## src/rtl/bin2bcd_seq.sv

```systemverilog
// Sequential double-dabble binary-to-BCD converter feeding the 6-digit display.
// The display register changes exactly once per accepted request, on the done cycle.
module bin2bcd_seq #(
    parameter int BIN_W   = 20,
    parameter int DIGITS  = 6,
    parameter int MAX_VAL = 999999
) (
    input  logic                  clk,
    input  logic                  rst_n,
    input  logic                  start,
    input  logic [BIN_W-1:0]      bin,
    output logic [4*DIGITS-1:0]   valor,
    output logic                  busy,
    output logic                  done,
    output logic                  ovf
);

    localparam int BCD_W = 4 * DIGITS;
    localparam int CNT_W = $clog2(BIN_W + 1);
    localparam logic [CNT_W-1:0] LAST_CNT = CNT_W'(BIN_W - 1);
    localparam logic [BIN_W:0]   MAX_V    = MAX_VAL[BIN_W:0];

    typedef enum logic [1:0] {IDLE, SHIFT, FINISH} state_t;

    state_t             state;
    state_t             state_next;
    logic [BIN_W-1:0]   bin_reg;
    logic [BCD_W-1:0]   scratch;
    logic [CNT_W-1:0]   cnt;
    logic               ovf_pending;
    logic               load;
    logic               step;
    logic               finish;

    // Per-digit add-3 correction; digits never carry into their neighbours.
    function automatic logic [BCD_W-1:0] add3_digits(input logic [BCD_W-1:0] s);
        logic [BCD_W-1:0] r;
        r = s;
        for (int d = 0; d < DIGITS; d++) begin
            if (s[4*d +: 4] >= 4'd5) begin
                r[4*d +: 4] = s[4*d +: 4] + 4'd3;
            end
        end
        return r;
    endfunction

    always_comb begin
        state_next = state;
        load       = 1'b0;
        step       = 1'b0;
        finish     = 1'b0;
        case (state)
            IDLE: begin
                if (start) begin
                    load       = 1'b1;
                    state_next = SHIFT;
                end
            end
            SHIFT: begin
                step = 1'b1;
                if (cnt == LAST_CNT) begin
                    state_next = FINISH;
                end
            end
            FINISH: begin
                finish     = 1'b1;
                state_next = IDLE;
            end
            default: state_next = IDLE;
        endcase
    end

    // Control path: FSM, counter, flags and the display holding register.
    always_ff @(posedge clk or negedge rst_n) begin
        if (!rst_n) begin
            state       <= IDLE;
            busy        <= 1'b0;
            done        <= 1'b0;
            ovf         <= 1'b0;
            valor       <= '0;
            cnt         <= '0;
            ovf_pending <= 1'b0;
        end else begin
            state <= state_next;
            busy  <= (state_next != IDLE);
            done  <= finish;
            if (load) begin
                cnt         <= '0;
                ovf_pending <= ({1'b0, bin} > MAX_V);
            end else if (step) begin
                cnt <= cnt + 1'b1;
            end
            if (finish) begin
                valor <= ovf_pending ? '1 : scratch;
                ovf   <= ovf_pending;
            end
        end
    end

    // Datapath: scratch and binary shift register, no reset needed.
    always_ff @(posedge clk) begin
        if (load) begin
            bin_reg <= bin;
            scratch <= '0;
        end else if (step) begin
            {scratch, bin_reg} <= {add3_digits(scratch), bin_reg} << 1;
        end
    end

endmodule

```

## config.mk

```make
export PLATFORM = sky130hd
export DESIGN_NAME = bin2bcd_seq
export DESIGN_NICKNAME = d
export VERILOG_FILES = /design/src/rtl/bin2bcd_seq.sv
export SDC_FILE = /design/constraint.sdc
export NUM_CORES = 1
export LEC_CHECK = 0
export CAP_MARGIN = 0
export CORE_UTILIZATION = 54
export CTS_CLUSTER_SIZE = 30
export DETAILED_ROUTE_END_ITERATION = 12
export PLACE_DENSITY_LB_ADDON = 0.3
export SKIP_LAST_GASP = 1
export SYNTH_ARGS = -nofsm -noshare
export SYNTH_HDL_FRONTEND = slang
export SYNTH_SLANG_ARGS = --single-unit
```

## constraint.sdc

```tcl
create_clock -name clk -period 2.1 [get_ports clk]
set_clock_uncertainty 0.05 [all_clocks]
set_input_delay 0.42 -clock clk [delete_from_list [all_inputs] [get_ports clk]]
set_output_delay 0.42 -clock clk [all_outputs]
set_load 0.02 [all_outputs]
```

-- Yosys cells after proc, flatten, opt, wreduce, memory -nomap -nowiden
Cells that the tools add are included.
W data, S select, Z words.
- register bits after elaboration: 79
- output and inout bits: 27
- logic and storage cells: 47
- $add $sub $neg: 7
- magnitude comparators: 7
- equality and inequality tests: 3
- muxes and demuxes: 18
- reduce and logical (&&, ||, !) cells: 3
- operators by type and width (kind ; number):
    $mux W20 ; 2
    $ge A4 B3 Y1 const B ; 6
    $mux W24 ; 1
    $add A4 B2 Y4 const B ; 5
    $gt A20 B20 Y1 const B ; 1
    $mux W4 ; 5
    $mux W5 ; 2
    $add A5 B1 Y5 const B ; 1
    $eq A5 B5 Y1 const B ; 1
    $mux W1 ; 4
    $mux W2 ; 2
    $pmux W2 S2 ; 1
    $reduce_bool A2 Y1 ; 2
    $add A3 B2 Y3 const B ; 1
    $mux W3 ; 1
    $eq A2 B1 Y1 const B ; 1
    $eq A2 B2 Y1 const B ; 1
    $logic_not A2 Y1 ; 1

-- Depth between registers and ports, before layout
- word-level depth: 4
- depth in mapped cells: 6

-- Worst setup path before layout
OpenSTA, ideal clock, no wires.
- path type: register -> register
- start point: register state[1]
- end point: register bin_reg[0], enable pin
- library setup time: 0.377 ns
- data arrival time: 1.263 ns
- data required time: 1.673 ns
- path slack: 0.411 ns
- cell stages (with the launch flop): 5
- path through: dfrtp_1 -> nor2_2 -> nand2_1 -> clkbuf_1 -> nand2_1
- longest elaborated chain between the ends: 3
- elaborated cells between the ends (all ways): 5
- those cells by class: eq/ne (1); mux (2); reduce/logical (2)
- ends and longest elaborated chain (element ; line ; RTL):
    start, declared ; 25 ; state_t state;
    start signal, assigned ; 84 ; state <= state_next;
    $eq A2 B1 Y1 or $logic_not A2 Y1 (tied branches) ; 52 ; case (state)
    $mux W1 ; 52 ;
    $reduce_bool A2 Y1 (no source line) * ; -- ;
    end signal, assigned ; 103 ; bin_reg <= bin;
    end signal, assigned ; 106 ; {scratch, bin_reg} <= {add3_digits(scratch), bin_reg} << 1;
    end, declared ; 27 ; logic [BIN_W-1:0] bin_reg;
Every way passes the cells marked *; elsewhere a longest branch is shown, timed or not.
A chain may end at the register's enable or synchronous reset.

-- Worst setup path after layout
- start point: register valor[0]
- end point: output port valor[0]
- RTL lines (element ; line ; RTL):
    start, declared ; 12 ; output logic [4*DIGITS-1:0] valor,
    start signal, assigned ; 94 ; valor <= ovf_pending ? '1 : scratch;
No word-level cell between the ends.

==> metrics.yaml <==
status:
  status: "completed"
setup_path:
  critPathBufInv: 1
  rrSetupSlack_ns: 0.37
  crit_chain: "clkdlybuf4s50_1"
  reg2reg_depth: 6
  worstSetupPathType: "register to primary output"
  worstPathArrival_ns: 1.31
  cp.depth: 1
  rr_endpoint: "scratch[18]$_SDFFE_PP0P_"
  crit_fanout: 2
  end_kind: "primary output"
  crit_family: "buffers and inverters"
  slowest_delay_ns: 0.60
  worstPathRequired_ns: 1.63
  r2r_start: "scratch[17]$_SDFFE_PP0P_"
  critPathSlowestCell: "clkdlybuf4s50_1"
  start_kind: "register"
clocking:
  cts.clk_slew.worst_paths_ns: 0.08
  cts_buffer_depth: 2
  clock_latency_ns: 0.34
  cts_made_buffers: 9
  clockRootBuffer: "clkbuf_8"
  tritoncts: "yes"
  cts.sinks: 79
  cts_hold_buf: 0
  post_cts_resized: 0
  htreeDepth: 3
  postCtsSetupRepairBufs: 0
synthesis:
  syn_inst: 385
  synthesis.area_mm2: 0.00356
  synth.most_common_cell: "nand2_1"
  syn_nets: 421
  netlist.area_leader.share_pct: 24.6
  yosys_warnings: 0
  synthArstFlopShare_pct: 44.3
  ys_seq_area_share_pct: 55.0
  syn_area_per_cell_um2: 9.25
  synth_enable_flop_cells: 20
  synth-seq-cells: 79
  yosysTopAreaCell: "dfrtp_1"
  synth_common_cells: "95 x nand2_1, 53 x o21ai_0, 35 x dfrtp_1"
  ys.flop_type: "dfrtp_1"
  synth_cell_type_count: 32
  synth_area_leaders: "dfrtp_1 25%, edfxtp_1 17%, dfxtp_1 13%"
sta:
  setup_viol: 0
  finalMaxSlewViolations: 0
  setup_ws_ns: 0.318
  timing.slew.headroom_pct: 44.2
  rsz0062_at_grt: "no"
  fmax_ghz: 0.561
  tns_ns: 0
  post-route-min-period_ns: 1.78
  finalCritPeriodShare_pct: 84.8
  hold_violations: 0
  worst_pin_slew_ns: 0.838
  worst_hold_slack_ns: 0.114
final_layout:
  fin_util_pct: 67.8
  fill_cells: 502
  num-nets-final: 469
  num_antenna_cells: 0
  final_area_mm2: 0.00430
  drive_gt1_share_pct: 7.76
  multiInputGateArea_mm2: 0.00145
  regArea_mm2: 0.00196
  area_delta_synth_final_pct: 20.9
place:
  dp_hpwl_mm: 4.62
  place_congestion: 0.775
  port_buffers: 49
  placed_cell_area_mm2: 0.00412
  post-place-ws_ns: 0.247
power_and_ir_drop:
  cellPowerDensity_mw_per_mm2: 1350
  ir_drop_mv: 0.711
  p_leak_nw: 1.86
detailed_routing:
  maxUsedRoutingLayer: "met4"
  totalWireLength_mm: 6.78
  wl_met3_um: 260
  viasPerCell: 5.34
  drt-initial-drc-count: 169
  drtAntennaViolNets: 0
  firstDrtPassIters: 4
  wl_met2_mm: 3.34
  met1_length_mm: 3.13
  wl_per_cell_um: 13.2
  drc: 0
  num_vias: 2752
floorplan:
  pin_count: 50
  core_mm2: 0.00635
  die_area_mm2: 0.00692
  start_util_pct: 56.1
  fp.dieH_um: 83.2
  rows: 29
  dieWidth_um: 83.2
hold_path:
  hp-class: "primary input to async pin"
run:
  drv_cap: 0
grt:
  antenna_found_initial: 0
  track_usage_pct: 21.8
  overflow: 0
  grt_max_degree: 40
  grt_pass1_wl_mm: 12.2
  grt_pass1_vias: 2760
## per-layer routing
layer	up-vias	GRT usage [%]
met5	-	0
met4	0	9.25
met3	5	3.78
met2	59	37.1
met1	1302	27.5
li1	1386	-
## power breakdown
group	internal, mW	switching [mW]	total (mW)
logic	0.977	1.14	2.12
clock network	0.541	0.524	1.06
registers	2.23	0.414	2.64
total	3.75	2.08	5.83
## cells by family after synthesis
family / after synthesis / synth area share, %
compound gates: 73 / 11.3
xor+xnor: 11 / 2.71
fa+ha+maj: 13 / 4.57
buf+inv: 35 / 4.32
flops: 79 / 55.0
mux: 7 / 2.21
simple gates: 167 / 19.9
## worst max path at each step
stage,startpoint,to
5_1_grt,scratch[17]$_SDFFE_PP0P_,scratch[18]$_SDFFE_PP0P_
6_report,valor[0]$_DFFE_PN0P_,valor[0]
3_5_place_dp,bin[15],ovf_pending$_DFFE_PN0P_
2_1_floorplan,state[1]$_DFF_PN0_,bin_reg[0]$_SDFFCE_PN0P_
3_3_place_gp,bin[15],ovf_pending$_DFFE_PN0P_
4_1_cts,valor[14]$_DFFE_PN0P_,valor[14]
## layout make-up
cell class / instances / share of cell area [%]
clock buffers: 11 / 3.05
well taps: 77 / 2.24
clock inverters: 5 / 1.13
repair buffers: 59 / 13.3
multi-input cells: 271 / 33.7
flip-flops and latches: 79 / 45.5
inverters: 13 / 1.13
## placed cells by master (no fill, tap or decap)
| master | instances |
|---|---|
| nor3_1 | 1 |
| dfrtp_1 | 35 |
| nor2_2 | 1 |
| clkinv_2 | 3 |
| clkinv_1 | 1 |
| o32ai_1 | 5 |
| nand2_1 | 95 |
| nor3_2 | 1 |
| nand4_1 | 3 |
| o31a_1 | 1 |
| xor2_1 | 5 |
| clkbuf_1 | 2 |
| dfxtp_1 | 24 |
| clkbuf_8 | 9 |
| nor2_1 | 31 |
| buf_2 | 1 |
| inv_1 | 13 |
| or4_4 | 1 |
| nor2b_1 | 1 |
| clkdlybuf4s50_1 | 48 |
| o21ai_0 | 53 |
| and2_1 | 1 |
| mux2_2 | 6 |
| nand2b_1 | 8 |
| o41ai_2 | 1 |
| ha_1 | 13 |
| a21oi_1 | 12 |
| xnor2_1 | 6 |
| o31ai_1 | 1 |
| and3_1 | 1 |
| buf_12 | 1 |
| edfxtp_1 | 20 |
| nor4_1 | 1 |
| mux2_1 | 1 |
| buf_4 | 9 |
| nand3_1 | 22 |
| bufinv_16 | 1 |
## through the flow
stage	cells	power, mW
floorplan	385	4.10
global placement	499	4.65
detailed placement	499	4.79
CTS	515	5.87
global route	515	6.29
finish	515	5.83
Note: power is estimated with default switching activity, not from simulation.
